==> src/rtl/calendar_if.sv <==
// Display-path bus of the calendar counter: run/load control in, BCD digits
// and one-cycle event pulses out.
interface calendar_if;
  logic        run;
  logic        load;
  logic [55:0] set_bcd;

  logic [3:0]  yil_binlik;
  logic [3:0]  yil_yuzluk;
  logic [3:0]  yil_onluk;
  logic [3:0]  yil_birlik;
  logic        ay_onluk;
  logic [3:0]  ay_birlik;
  logic [2:0]  gun_onluk;
  logic [3:0]  gun_birlik;
  logic [2:0]  saat_onluk;
  logic [3:0]  saat_birlik;
  logic [2:0]  dakika_onluk;
  logic [3:0]  dakika_birlik;
  logic [2:0]  saniye_onluk;
  logic [3:0]  saniye_birlik;
  logic        sec_tick;
  logic        load_err;

  modport master (
    output run, load, set_bcd,
    input  yil_binlik, yil_yuzluk, yil_onluk, yil_birlik,
    input  ay_onluk, ay_birlik, gun_onluk, gun_birlik,
    input  saat_onluk, saat_birlik, dakika_onluk, dakika_birlik,
    input  saniye_onluk, saniye_birlik, sec_tick, load_err
  );

  modport slave (
    input  run, load, set_bcd,
    output yil_binlik, yil_yuzluk, yil_onluk, yil_birlik,
    output ay_onluk, ay_birlik, gun_onluk, gun_birlik,
    output saat_onluk, saat_birlik, dakika_onluk, dakika_birlik,
    output saniye_onluk, saniye_birlik, sec_tick, load_err
  );
endinterface

==> src/rtl/calendar_counter.sv <==
// BCD real-time calendar: divides the pixel clock to a one-second tick and
// advances YYYY-MM-DD hh:mm:ss with Gregorian leap years and validated loads.
module calendar_counter #(
  parameter int unsigned TICK_DIV  = 148500000,
  parameter logic [55:0] RESET_BCD = 56'h20240101000000
) (
  input  logic       clk_148_5MHz,
  input  logic       reset,
  calendar_if.slave  bus
);

  typedef struct packed {
    logic [3:0] y3;
    logic [3:0] y2;
    logic [3:0] y1;
    logic [3:0] y0;
    logic       mo_t;
    logic [3:0] mo_o;
    logic [2:0] dy_t;
    logic [3:0] dy_o;
    logic [2:0] hr_t;
    logic [3:0] hr_o;
    logic [2:0] mi_t;
    logic [3:0] mi_o;
    logic [2:0] se_t;
    logic [3:0] se_o;
  } cal_t;

  localparam int unsigned PW   = (TICK_DIV > 1) ? $clog2(TICK_DIV) : 1;
  localparam logic [PW-1:0] TERM = PW'(TICK_DIV - 1);

  // Tens digits keep only the low bits of their nibble.
  localparam cal_t RESET_CAL = {RESET_BCD[55:40], RESET_BCD[36:32], RESET_BCD[30:24],
                                RESET_BCD[22:16], RESET_BCD[14:8], RESET_BCD[6:0]};

  function automatic logic div4(input logic [3:0] tens, input logic [3:0] ones);
    if (tens[0]) return (ones == 4'd2) || (ones == 4'd6);
    return (ones == 4'd0) || (ones == 4'd4) || (ones == 4'd8);
  endfunction

  function automatic logic is_leap(input logic [15:0] year);
    if (year[7:0] != 8'h00) return div4(year[7:4], year[3:0]);
    return div4(year[15:12], year[11:8]);
  endfunction

  function automatic logic [7:0] last_day(input logic [7:0] month, input logic leap);
    case (month)
      8'h02:                      last_day = leap ? 8'h29 : 8'h28;
      8'h04, 8'h06, 8'h09, 8'h11: last_day = 8'h30;
      default:                    last_day = 8'h31;
    endcase
  endfunction

  function automatic logic [3:0] inc_digit(input logic [3:0] d);
    return (d == 4'd9) ? 4'd0 : d + 4'd1;
  endfunction

  cal_t          cal_q;
  cal_t          cal_nxt;
  cal_t          cal_set;
  logic [PW-1:0] presc;
  logic          tick;
  logic          sec_tick_q;
  logic          load_err_q;
  logic          set_valid;
  logic          nib_ok;
  logic [7:0]    cur_last;
  logic          se_wrap, mi_wrap, hr_wrap, dy_wrap, mo_wrap;
  logic          c_min, c_hr, c_day, c_mo, c_yr;

  assign tick = bus.run && (presc == TERM);

  // ---------------------------------------------------------------- load check
  assign cal_set = {bus.set_bcd[55:40], bus.set_bcd[36:32], bus.set_bcd[30:24],
                    bus.set_bcd[22:16], bus.set_bcd[14:8], bus.set_bcd[6:0]};

  // NOTE: every always_comb output gets a default before any branch, so no
  // path can leave it unassigned and infer a latch.
  always_comb begin
    nib_ok = 1'b1;
    for (int i = 0; i < 14; i++) begin
      if (bus.set_bcd[4*i +: 4] > 4'd9) nib_ok = 1'b0;
    end
  end

  // BCD compares order correctly once every nibble is known to be a digit.
  assign set_valid = nib_ok
                  && (bus.set_bcd[39:32] >= 8'h01) && (bus.set_bcd[39:32] <= 8'h12)
                  && (bus.set_bcd[31:24] >= 8'h01)
                  && (bus.set_bcd[31:24] <= last_day(bus.set_bcd[39:32],
                                                     is_leap(bus.set_bcd[55:40])))
                  && (bus.set_bcd[23:16] <= 8'h23)
                  && (bus.set_bcd[15:8]  <= 8'h59)
                  && (bus.set_bcd[7:0]   <= 8'h59);

  // ------------------------------------------------------------- carry chain
  assign cur_last = last_day({3'b000, cal_q.mo_t, cal_q.mo_o},
                             is_leap({cal_q.y3, cal_q.y2, cal_q.y1, cal_q.y0}));

  assign se_wrap = ({cal_q.se_t, cal_q.se_o} == 7'h59);
  assign mi_wrap = ({cal_q.mi_t, cal_q.mi_o} == 7'h59);
  assign hr_wrap = ({cal_q.hr_t, cal_q.hr_o} == 7'h23);
  assign dy_wrap = ({1'b0, cal_q.dy_t, cal_q.dy_o} == cur_last);
  assign mo_wrap = cal_q.mo_t && (cal_q.mo_o == 4'd2);

  assign c_min = se_wrap;
  assign c_hr  = c_min && mi_wrap;
  assign c_day = c_hr && hr_wrap;
  assign c_mo  = c_day && dy_wrap;
  assign c_yr  = c_mo && mo_wrap;

  always_comb begin
    cal_nxt = cal_q;
    cal_nxt.se_o = inc_digit(cal_q.se_o);
    cal_nxt.se_t = se_wrap ? 3'd0 : cal_q.se_t + {2'b00, cal_q.se_o == 4'd9};
    if (c_min) begin
      cal_nxt.mi_o = inc_digit(cal_q.mi_o);
      cal_nxt.mi_t = mi_wrap ? 3'd0 : cal_q.mi_t + {2'b00, cal_q.mi_o == 4'd9};
    end
    if (c_hr) begin
      cal_nxt.hr_o = hr_wrap ? 4'd0 : inc_digit(cal_q.hr_o);
      cal_nxt.hr_t = hr_wrap ? 3'd0 : cal_q.hr_t + {2'b00, cal_q.hr_o == 4'd9};
    end
    if (c_day) begin
      cal_nxt.dy_o = dy_wrap ? 4'd1 : inc_digit(cal_q.dy_o);
      cal_nxt.dy_t = dy_wrap ? 3'd0 : cal_q.dy_t + {2'b00, cal_q.dy_o == 4'd9};
    end
    if (c_mo) begin
      cal_nxt.mo_o = mo_wrap ? 4'd1 : inc_digit(cal_q.mo_o);
      cal_nxt.mo_t = mo_wrap ? 1'b0 : (cal_q.mo_t || (cal_q.mo_o == 4'd9));
    end
    // Year digits ripple through 9999 -> 0000 naturally.
    if (c_yr) begin
      cal_nxt.y0 = inc_digit(cal_q.y0);
      if (cal_q.y0 == 4'd9) begin
        cal_nxt.y1 = inc_digit(cal_q.y1);
        if (cal_q.y1 == 4'd9) begin
          cal_nxt.y2 = inc_digit(cal_q.y2);
          if (cal_q.y2 == 4'd9) cal_nxt.y3 = inc_digit(cal_q.y3);
        end
      end
    end
  end

  // ---------------------------------------------------------------- registers
  // NOTE: state registers use non-blocking assignments so every flop samples
  // pre-edge values regardless of statement order.
  always_ff @(posedge clk_148_5MHz or negedge reset) begin
    if (!reset) begin
      cal_q      <= RESET_CAL;
      presc      <= '0;
      sec_tick_q <= 1'b0;
      load_err_q <= 1'b0;
    end else begin
      sec_tick_q <= 1'b0;
      load_err_q <= 1'b0;
      if (bus.load) begin
        // A load swallows a coincident tick; a rejected one also freezes the prescaler.
        if (set_valid) begin
          cal_q <= cal_set;
          presc <= '0;
        end else begin
          load_err_q <= 1'b1;
        end
      end else if (tick) begin
        cal_q      <= cal_nxt;
        presc      <= '0;
        sec_tick_q <= 1'b1;
      end else if (bus.run) begin
        presc <= presc + PW'(1);
      end
    end
  end

  assign bus.yil_binlik    = cal_q.y3;
  assign bus.yil_yuzluk    = cal_q.y2;
  assign bus.yil_onluk     = cal_q.y1;
  assign bus.yil_birlik    = cal_q.y0;
  assign bus.ay_onluk      = cal_q.mo_t;
  assign bus.ay_birlik     = cal_q.mo_o;
  assign bus.gun_onluk     = cal_q.dy_t;
  assign bus.gun_birlik    = cal_q.dy_o;
  assign bus.saat_onluk    = cal_q.hr_t;
  assign bus.saat_birlik   = cal_q.hr_o;
  assign bus.dakika_onluk  = cal_q.mi_t;
  assign bus.dakika_birlik = cal_q.mi_o;
  assign bus.saniye_onluk  = cal_q.se_t;
  assign bus.saniye_birlik = cal_q.se_o;
  assign bus.sec_tick      = sec_tick_q;
  assign bus.load_err      = load_err_q;

endmodule
==> src/flat_wrapper.sv <==
// flat-port wrapper written by rule: the top's interface ports become plain ports
module calendar_counter_flat 
#(
  parameter int unsigned TICK_DIV  = 148500000,
  parameter logic [55:0] RESET_BCD = 56'h20240101000000
)
  (clk_148_5MHz, reset, bus_run, bus_load, bus_set_bcd, bus_yil_binlik, bus_yil_yuzluk, bus_yil_onluk, bus_yil_birlik, bus_ay_onluk, bus_ay_birlik, bus_gun_onluk, bus_gun_birlik, bus_saat_onluk, bus_saat_birlik, bus_dakika_onluk, bus_dakika_birlik, bus_saniye_onluk, bus_saniye_birlik, bus_sec_tick, bus_load_err);
  calendar_if bus_i ();
  input  logic clk_148_5MHz;
  input  logic reset;
  input wire logic [$bits(bus_i.run)-1:0] bus_run;
  input wire logic [$bits(bus_i.load)-1:0] bus_load;
  input wire logic [$bits(bus_i.set_bcd)-1:0] bus_set_bcd;
  output wire logic [$bits(bus_i.yil_binlik)-1:0] bus_yil_binlik;
  output wire logic [$bits(bus_i.yil_yuzluk)-1:0] bus_yil_yuzluk;
  output wire logic [$bits(bus_i.yil_onluk)-1:0] bus_yil_onluk;
  output wire logic [$bits(bus_i.yil_birlik)-1:0] bus_yil_birlik;
  output wire logic [$bits(bus_i.ay_onluk)-1:0] bus_ay_onluk;
  output wire logic [$bits(bus_i.ay_birlik)-1:0] bus_ay_birlik;
  output wire logic [$bits(bus_i.gun_onluk)-1:0] bus_gun_onluk;
  output wire logic [$bits(bus_i.gun_birlik)-1:0] bus_gun_birlik;
  output wire logic [$bits(bus_i.saat_onluk)-1:0] bus_saat_onluk;
  output wire logic [$bits(bus_i.saat_birlik)-1:0] bus_saat_birlik;
  output wire logic [$bits(bus_i.dakika_onluk)-1:0] bus_dakika_onluk;
  output wire logic [$bits(bus_i.dakika_birlik)-1:0] bus_dakika_birlik;
  output wire logic [$bits(bus_i.saniye_onluk)-1:0] bus_saniye_onluk;
  output wire logic [$bits(bus_i.saniye_birlik)-1:0] bus_saniye_birlik;
  output wire logic [$bits(bus_i.sec_tick)-1:0] bus_sec_tick;
  output wire logic [$bits(bus_i.load_err)-1:0] bus_load_err;
  assign bus_i.run = bus_run;
  assign bus_i.load = bus_load;
  assign bus_i.set_bcd = bus_set_bcd;
  assign bus_yil_binlik = bus_i.yil_binlik;
  assign bus_yil_yuzluk = bus_i.yil_yuzluk;
  assign bus_yil_onluk = bus_i.yil_onluk;
  assign bus_yil_birlik = bus_i.yil_birlik;
  assign bus_ay_onluk = bus_i.ay_onluk;
  assign bus_ay_birlik = bus_i.ay_birlik;
  assign bus_gun_onluk = bus_i.gun_onluk;
  assign bus_gun_birlik = bus_i.gun_birlik;
  assign bus_saat_onluk = bus_i.saat_onluk;
  assign bus_saat_birlik = bus_i.saat_birlik;
  assign bus_dakika_onluk = bus_i.dakika_onluk;
  assign bus_dakika_birlik = bus_i.dakika_birlik;
  assign bus_saniye_onluk = bus_i.saniye_onluk;
  assign bus_saniye_birlik = bus_i.saniye_birlik;
  assign bus_sec_tick = bus_i.sec_tick;
  assign bus_load_err = bus_i.load_err;
  calendar_counter #(.TICK_DIV(TICK_DIV), .RESET_BCD(RESET_BCD)) u_core (.clk_148_5MHz(clk_148_5MHz), .reset(reset), .bus(bus_i));
endmodule
==> config.mk <==
export PLATFORM = sky130hd
export DESIGN_NAME = calendar_counter_flat
export DESIGN_NICKNAME = d
export VERILOG_FILES = /design/src/rtl/calendar_if.sv /design/src/rtl/calendar_counter.sv /design/src/flat_wrapper.sv
export SDC_FILE = /design/constraint.sdc
export NUM_CORES = 1
export LEC_CHECK = 0
export ABC_AREA = 1
export CORE_AREA = 2 2 107 109
export CTS_CLUSTER_SIZE = 28
export DETAILED_ROUTE_END_ITERATION = 7
export DIE_AREA = 0 0 109 111
export GPL_TIMING_DRIVEN = 0
export PLACE_DENSITY = 0.8
export SLEW_MARGIN = 10
export SYNTH_ARGS = -nofsm -noshare
export SYNTH_HDL_FRONTEND = slang
export SYNTH_SLANG_ARGS = --single-unit
==> constraint.sdc <==
create_clock -name clk_148_5MHz -period 2.1 [get_ports clk_148_5MHz]
set_input_delay 0.21 -clock clk_148_5MHz [delete_from_list [all_inputs] [get_ports clk_148_5MHz]]
set_output_delay 0.21 -clock clk_148_5MHz [all_outputs]
set_load 0.01 [all_outputs]
==> results.md, run 1 <==
* Diode count at 0
* Req. time, crit path at 2.33 ns
* Leading cell types by count after synthesis: 200 x sky130_fd_sc_hd__nand2_1, 85 x sky130_fd_sc_hd__o21ai_0, 84 x sky130_fd_sc_hd__inv_1, 74 x sky130_fd_sc_hd__dfrtp_1, 73 x sky130_fd_sc_hd__nor2_1
* Classification of the worst-slack hold path: in -> reg
* Final setup margin at -0.282 ns
* Fraction of power consumed by the clock network at 29.5%
* Clock root buffer master: sky130_fd_sc_hd__clkbuf_16
* Class of the most critical setup path: in -> reg
* Final Hold Violating Endpoints at 0
* Via Count at 6480
* Flop and latch count out of synthesis at 79
* Net load switching power at 0.00207 W
* Final number of max-transition violations at 0
* Vias in the first global route at 5960
* Clk sinks at 79
* Startpoint type of the worst setup path: input pin
* Number of cells produced by synthesis at 796
* Seq pwr share at 36.0%
* Overall routing resource usage at 31.2%
* Maximum VDD drop at 0.620 mV
* Most area-hungry cell type in the Yosys netlist: sky130_fd_sc_hd__dfrtp_1
* Sum of net half-perimeters after detailed placement at 13200 um
* Transition at the pin with the smallest max-transition slack at 0.697 ns
* Later-pin clock latency in the skew report at 0.36 ns
* Number of max-cap violations at 0
* Synth top area share at 32.7%
* Unrepaired setup endpoints after global routing: true
* Worst slew margin relative to its limit at 53.6%
* Finished Cell Area at 8210 um2
* Combinational power share at 34.5%
* Global-route congestion overflow total at 0
* Inserted Clock Buffers at 9
* Final hold slack at 0.198 ns
* Count of input and output buffers at 109
* Antenna Violating Nets Remaining at 0
* Initial standard-cell utilization of the core at 51.1%
* Area of the core region at 11100 um2
* Share of flip-flops with an asynchronous set or reset after synthesis at 100%
* Arrival time at the worst endpoint at 2.61 ns
* Post-synthesis sequential area ratio at 35.0%
* Period minus WS final at 2.38 ns
* Pin count of the biggest net entering global routing at 46
* Die area at 12100 um2
* Count of unresolved DRC violations after routing at 0
* Global-route wire length before repair at 29500 um
* Synth Warn # at 0
* Mapped Area at 5660 um2
* Clock input transition at the sequential cells of the worst setup and hold paths at 0.06 ns
* Result of the run: finished, violations left
* Initial antenna violation count at 0
* Die width at 109 um
* Fraction of final layout cells sized beyond drive strength 1 at 23.1%
* Share of the cycle needed by the critical path after routing at 113%
* Per-instance average area after synthesis at 7.11 um2
* Post-synth EDFFs at 0
* Net count after synthesis at 872
* Peak fanout along the critical path at 7
* Number of cells after detailed placement at 1049
* P_leak at 3.52 nW
* Drt total wl at 19500 um
* Placement row count at 39
* Type of element capturing the critical path: flip-flop
* Total I/O pin count at 111
* Clock Skews at 0.00921 ns
* Routed wire per std cell at 17.8 um
* Final setup violation count at 73
* Count of distinct cell types in the synthesized netlist at 48
* Pre-CTS setup slack at -1.21 ns
* Area growth syn-to-layout at 45.1%
* Count leader, synth: sky130_fd_sc_hd__nand2_1
* Final Wtd Congestion at 0.925
* Largest buffer count on any clock path at 2
* Internal portion of total power at 0.00381 W
* Switching share of total power at 35.2%
* Total power per unit cell area at 716 nW/um2
* Max Freq at 420 MHz
* Initial drt markers at 493
* Total design power at 0.00588 W
* H-tree level count at 3
* Flip-flop cell with the highest count after synthesis: sky130_fd_sc_hd__dfrtp_1
* Non-filler instance count after layout at 1098
* Largest cells by area after synthesis: sky130_fd_sc_hd__dfrtp_1 33%, sky130_fd_sc_hd__nand2_1 13%, sky130_fd_sc_hd__o21ai_0 7.5%
* Clock tree from TritonCTS: built
* Area post-placement at 7120 um2
* Violated checks: negative setup slack
* Nets at 1026
* Overall die height at 111 um
* Via density per instance at 5.90
* Total iterations of the first detailed-routing run at 7
layer usage:
metal	part of all wire, %	track usage (%)	routed length (um)
met4	3.9	12.4	753
met2	48	49.4	9410
met5	0	0	0
met1	39	40.9	7670
met3	8.7	7.11	1690
state kept, by name, indices dropped and copies added (netlist names), 3 cells and up:
signal and flops:
u_core.bus.dakika_onluk 3, u_core.bus.saniye_birlik 4, u_core.bus.saniye_onluk 3, u_core.presc 28, u_core.bus.dakika_birlik 4, u_core.bus.gun_birlik 4
u_core.bus.yil_binlik 4, u_core.bus.yil_birlik 4, u_core.bus.ay_birlik 4, u_core.bus.saat_onluk 3, u_core.bus.yil_onluk 4, u_core.bus.yil_yuzluk 4
u_core.bus.saat_birlik 4, u_core.bus.gun_onluk 3
layout make-up:
type                            count  area (um2)
Multi-Input combinational cell    609        3770
Timing Repair Buffer              144        1420
Fill cell                         801        2860
Sequential cell                    79        1990
Tap cell                          143         179
Inverter                           87         339
Clock inverter                      2        35.0
Clock buffer                       14         294
Buffer                             20         188
through the flow:
step                      util (%)  TNS, ns
final                         74.2    -7.31
after global routing          74.2   -14.89
after CTS                     70.9    -6.05
after detailed placement      64.3   -88.32
after global placement        64.1  -245.74
after floorplan                  -    -5.22
what timing repair did:
item | 4_1_cts | 5_1_grt
resized for setup | 137 | 82
pin swaps | 32 | 41
hold buffers | 1 | 0
hold endpoints to repair | 42 | 0
setup endpoints to repair | 78 | 77
cloned | 5 | 0
setup buffers | 16 | 12
power groups by stage:
stage / combinational (W) / clock [W] / sequential [W]
6_report: 0.00203 / 0.00174 / 0.00212
5_1_grt: 0.00221 / 0.00182 / 0.00215
4_1_cts: 0.00186 / 0.00174 / 0.00208
3_5_place_dp: 0.00176 / 0 / 0.00210
3_3_place_gp: 0.00174 / 0 / 0.00210
2_1_floorplan: 0.000865 / 0 / 0.00212
cell usage in the layout, fill, tap and decap left out, drive strengths merged, types with 3 or more instances in the layout:
| cell | count |
|---|---|
| o21ai | 86 |
| nand2 | 205 |
| o211ai | 8 |
| a21oi | 27 |
| ha | 16 |
| clkbuf | 29 |
| xnor2 | 3 |
| dfstp | 5 |
| xor2 | 24 |
| nor3b | 3 |
| dfrtp | 74 |
| inv | 86 |
| clkdlybuf4s50 | 88 |
| nor2 | 85 |
| nand4 | 32 |
| a31oi | 7 |
| buf | 57 |
| o31ai | 13 |
| nor4 | 6 |
| o22ai | 3 |
| nor3 | 28 |
| nand3 | 52 |
cells by family after synthesis:
family	after synthesis	synth area share, %
DFF	79	35.0
AOI/OAI and AO/OA	152	15.4
xor gates and xnor gates	27	4.18
adders and majority gates	16	3.54
buffers and inverters	108	7.72
and+or+nand+nor	414	34.1
path summary, 6_finish.rpt:
kind,cells past startpoint,startpoint,slack (ns),endpoint
worst min-delay path,5,bus_set_bcd[42],0.20,u_core.bus.yil_birlik[2]
worst max-delay path,16,bus_set_bcd[35],-0.28,u_core.presc[22]
worst max register to register,13,u_core.presc[24],-0.13,u_core.bus.yil_onluk[3]
max in group asynchronous,3,reset,1.00,u_core.bus.gun_birlik[0]
min in group asynchronous,2,reset,0.41,u_core.bus.yil_birlik[1]
worst min register to register,2,u_core.bus.yil_binlik[1],0.50,u_core.bus.yil_binlik[1]
critical path, stage by stage:
cell and delay (ns):
sky130_fd_sc_hd__buf_8 0.11, sky130_fd_sc_hd__nor2_4 0.13, sky130_fd_sc_hd__inv_2 0.06, sky130_fd_sc_hd__nor4b_2 0.30
sky130_fd_sc_hd__a21oi_1 0.10, sky130_fd_sc_hd__nand2_2 0.09, sky130_fd_sc_hd__o31ai_4 0.08, sky130_fd_sc_hd__ha_4 0.27
sky130_fd_sc_hd__nand3_2 0.05, sky130_fd_sc_hd__o211ai_1 0.20, sky130_fd_sc_hd__nand3_2 0.16, sky130_fd_sc_hd__nand2_4 0.15
sky130_fd_sc_hd__buf_12 0.12, sky130_fd_sc_hd__nand2_8 0.09, sky130_fd_sc_hd__clkbuf_8 0.18, sky130_fd_sc_hd__o31ai_1 0.31
Power figures use the tool's default switching activity.
==> run 2, diff against run 1 <==
--- a/config.mk
+++ b/config.mk
@@ -12,7 +12,6 @@
 export DIE_AREA = 0 0 109 111
 export GPL_TIMING_DRIVEN = 0
 export PLACE_DENSITY = 0.8
-export SLEW_MARGIN = 10
 export SYNTH_ARGS = -nofsm -noshare
 export SYNTH_HDL_FRONTEND = slang
 export SYNTH_SLANG_ARGS = --single-unit
==> run 2 against run 1 <==
The flow still finishes with violations (negative setup slack). Clock skew is essentially flat. Cell area shrank 0.91%. Global-route usage grew 0.47 points. Die area is the same. Non-clock buffer count grew 1. Power shrank 2.8%. Worst hold slack gained 0.0063 ns. Highest routed layer unchanged.
==> results.md, run 2 (synthesis gave the netlist of run 1 again) <==
* Largest buffer count on any clock path at 2 (unchanged)
* Routed wire per std cell at 17.8 um (about the same)
* Final Wtd Congestion at 0.925 (unchanged)
* Area of the core region at 11100 um2 (unchanged)
* Cell family with most CP delay: simple AND/OR/NAND/NOR gates (unchanged)
* Die area at 12100 um2 (unchanged)
* Type of element capturing the critical path: flip-flop (unchanged)
* Share of the cycle needed by the critical path after routing at 110% (was 113%)
* Worst-path cell chain: inv_1, nor2_2, nand2_1, nor2_4, nor2_1, nor3_4, nand4_4, nand2_4, nand2_8, nor2_8, nand2_1, o21ai_1 (was buf_8, nor2_4, inv_2, nor4b_2, a21oi_1, nand2_2, o31ai_4, ha_4, nand3_2, o211ai_1, nand3_2, nand2_4, buf_12, nand2_8, clkbuf_8, o31ai_1)
* Later-pin clock latency in the skew report at 0.35 ns (was 0.36 ns)
* Initial drt markers at 529 (was 493)
* Clock input transition at the sequential cells of the worst setup and hold paths at 0.06 ns (about the same)
* H-tree level count at 3 (unchanged)
* Number of flip-flops under the largest register name at 28 (unchanged)
* Final cell utilization of the core at 73.5% (was 74.2%)
* Violated checks: negative setup slack (unchanged)
* Final setup margin at -0.220 ns (was -0.282 ns)
* Fillcell total at 788 (was 801)
* Global-route congestion overflow total at 0 (unchanged)
* Placement row count at 39 (unchanged)
* Number of max-cap violations at 0 (unchanged)
* Fraction of final layout cells sized beyond drive strength 1 at 23.1% (about the same)
* Vias in the first global route at 6054 (was 5960)
* Worst path slowest cell: sky130_fd_sc_hd__dfrtp_1 (was sky130_fd_sc_hd__o31ai_1)
* Slowest Stage Delay on Critical Path at 0.42 ns (was 0.31 ns)
* Peak fanout along the critical path at 8 (was 7)
* Critical path buffer and inverter count at 1 (was 4)
* Most used cells in the layout excluding fill and tap cells: 172 x sky130_fd_sc_hd__nand2_1, 88 x sky130_fd_sc_hd__clkdlybuf4s50_1, 76 x sky130_fd_sc_hd__inv_1, 73 x sky130_fd_sc_hd__dfrtp_1, 54 x sky130_fd_sc_hd__nor2_1 (was 175 x sky130_fd_sc_hd__nand2_1, 88 x sky130_fd_sc_hd__clkdlybuf4s50_1, 76 x sky130_fd_sc_hd__inv_1, 71 x sky130_fd_sc_hd__dfrtp_1, 55 x sky130_fd_sc_hd__nor2_1)
* Overall die height at 111 um (unchanged)
* Total iterations of the first detailed-routing run at 5 (was 7)
* Final number of max-transition violations at 0 (unchanged)
* Transition at the pin with the smallest max-transition slack at 0.751 ns (was 0.697 ns)
* Pre-CTS setup slack at -1.20 ns (was -1.21 ns)
* Area growth syn-to-layout at 43.8% (was 45.1%)
* Count of input and output buffers at 109 (unchanged)
* Unrepaired setup endpoints after global routing: true (unchanged)
* Via Count at 6442 (was 6480)
* Sum of net half-perimeters after detailed placement at 13100 um (was 13200 um)
* Total power per unit cell area at 703 nW/um2 (was 716 nW/um2)
* Req. time, crit path at 2.37 ns (was 2.33 ns)
* Overall routing resource usage at 31.6% (was 31.2%)
* Initial standard-cell utilization of the core at 51.1% (unchanged)
* Final setup violation count at 74 (was 73)
* Worst slew margin relative to its limit at 49.9% (was 53.6%)
* Clock tree from TritonCTS: built (unchanged)
* Startpoint type of the worst setup path: flip-flop (was input pin)
* P_leak at 3.48 nW (was 3.52 nW)
* Inserted Clock Buffers at 9 (unchanged)
* Count of unresolved DRC violations after routing at 0 (unchanged)
* Diode count at 0 (unchanged)
* Period minus WS final at 2.32 ns (was 2.38 ns)
* Max Freq at 431 MHz (was 420 MHz)
* Antenna Violating Nets Remaining at 0 (unchanged)
* Leading cell type in the layout, fill and taps excluded: sky130_fd_sc_hd__nand2_1 (unchanged)
* Class of the most critical setup path: reg -> reg (was in -> reg)
* Pin count of the biggest net entering global routing at 67 (was 46)
* Clk sinks at 79 (unchanged)
* Total I/O pin count at 111 (unchanged)
* Classification of the worst-slack hold path: in -> reg (unchanged)
* Initial antenna violation count at 0 (unchanged)
* Result of the run: finished, violations left (unchanged)
* Nets at 1028 (was 1026)
* Maximum VDD drop at 0.428 mV (was 0.620 mV)
* Clock Skews at 0.00933 ns (was 0.00921 ns)
* Arrival time at the worst endpoint at 2.59 ns (was 2.61 ns)
* Register containing the most flip-flops in the final layout: u_core.presc (unchanged)
* Clock root buffer master: sky130_fd_sc_hd__clkbuf_16 (unchanged)
* Most used cell, CP: sky130_fd_sc_hd__nand2_1 (was sky130_fd_sc_hd__nand3_2)
* Die width at 109 um (unchanged)
* Final Hold Violating Endpoints at 0 (unchanged)
* Global-route wire length before repair at 29900 um (was 29500 um)
* Via density per instance at 5.86 (was 5.90)
* Drt total wl at 19500 um (about the same)
run 2: cell types whose count changed in the layout (fill, tap and decap cells not counted), sizes merged:
cell           change
clkdlybuf4s15      +1
clkbuf             -4
buf                +3
a21oi              +1
run 2: what timing repair did:
action	in CTS	in global routing
gates resized for setup	136	82
hold buffers	1	0
buffers inserted	25	9
cloned	4	0
pin swaps	33	45
endpoints found under the setup margin	78	77
endpoints found under the hold margin	13	0
run 2: worst paths after layout:
kind,slack (ns),end,depth (start not counted),from
min in group asynchronous,0.26,u_core.bus.yil_yuzluk[2],2,reset
max in group asynchronous,1.18,u_core.bus.gun_birlik[0],3,reset
min reg2reg,0.50,u_core.bus.yil_binlik[1],2,u_core.bus.yil_binlik[1]
min,0.20,u_core.bus.yil_birlik[2],5,bus_set_bcd[42]
max reg2reg,-0.22,u_core.bus.yil_onluk[3],12,u_core.bus.ay_birlik[1]
max,-0.22,u_core.bus.yil_onluk[3],12,u_core.bus.ay_birlik[1]
run 2: per-stage QoR:
step	std cells	hold slack (ns)	setup TNS, ns	total power (W)	instance area, um2
floorplan	796	-0.0856	-5.22	0.00299	5840
global placement	1048	0.486	-245.74	0.00384	7110
detailed placement	1049	0.0889	-87.00	0.00386	7130
CTS	1093	0.217	-7.72	0.00552	7820
global route	1099	0.231	-17.81	0.00600	8140
finish	1099	0.204	-11.57	0.00572	8140
run 2: power breakdown:
| group | total, W | internal, W | leakage (nW) | switching (W) |
|---|---|---|---|---|
| logic | 0.00202 | 0.000947 | 2.33 | 0.00107 |
| clock network | 0.00159 | 0.000947 | 0.140 | 0.000641 |
| registers | 0.00211 | 0.00176 | 1.01 | 0.000353 |
run 2: per-layer routing:
metal  GRT usage, %  routed length (um)  vias to the layer above
met5              0                   0                        -
met4           16.2                 917                        0
met3           4.35                1520                       77
met2           50.7                9280                      349
met1           41.2                7810                     3017
li1               -                   -                     2999
run 2: worst register-to-register path, stage by stage (launching register included):
cell	delay, ns
sky130_fd_sc_hd__dfrtp_1	0.42
sky130_fd_sc_hd__inv_1	0.11
sky130_fd_sc_hd__nor2_2	0.19
sky130_fd_sc_hd__nand2_1	0.18
sky130_fd_sc_hd__nor2_4	0.17
sky130_fd_sc_hd__nor2_1	0.09
sky130_fd_sc_hd__nor3_4	0.26
sky130_fd_sc_hd__nand4_4	0.19
sky130_fd_sc_hd__nand2_4	0.16
sky130_fd_sc_hd__nand2_8	0.10
sky130_fd_sc_hd__nor2_8	0.19
sky130_fd_sc_hd__nand2_1	0.09
sky130_fd_sc_hd__o21ai_1	0.09
run 2: area by class of cell:
cell class              instances  area, um2  area share [%]
clock inverters                 2       35.0           0.430
repair buffers                146       1410            17.4
clock buffers                  13        250            3.07
multi-input cells             610       3770            46.3
flip-flops and latches         79       1980            24.4
well taps                     143        179            2.20
plain buffers                  19        159            1.95
inverters                      87        352            4.32
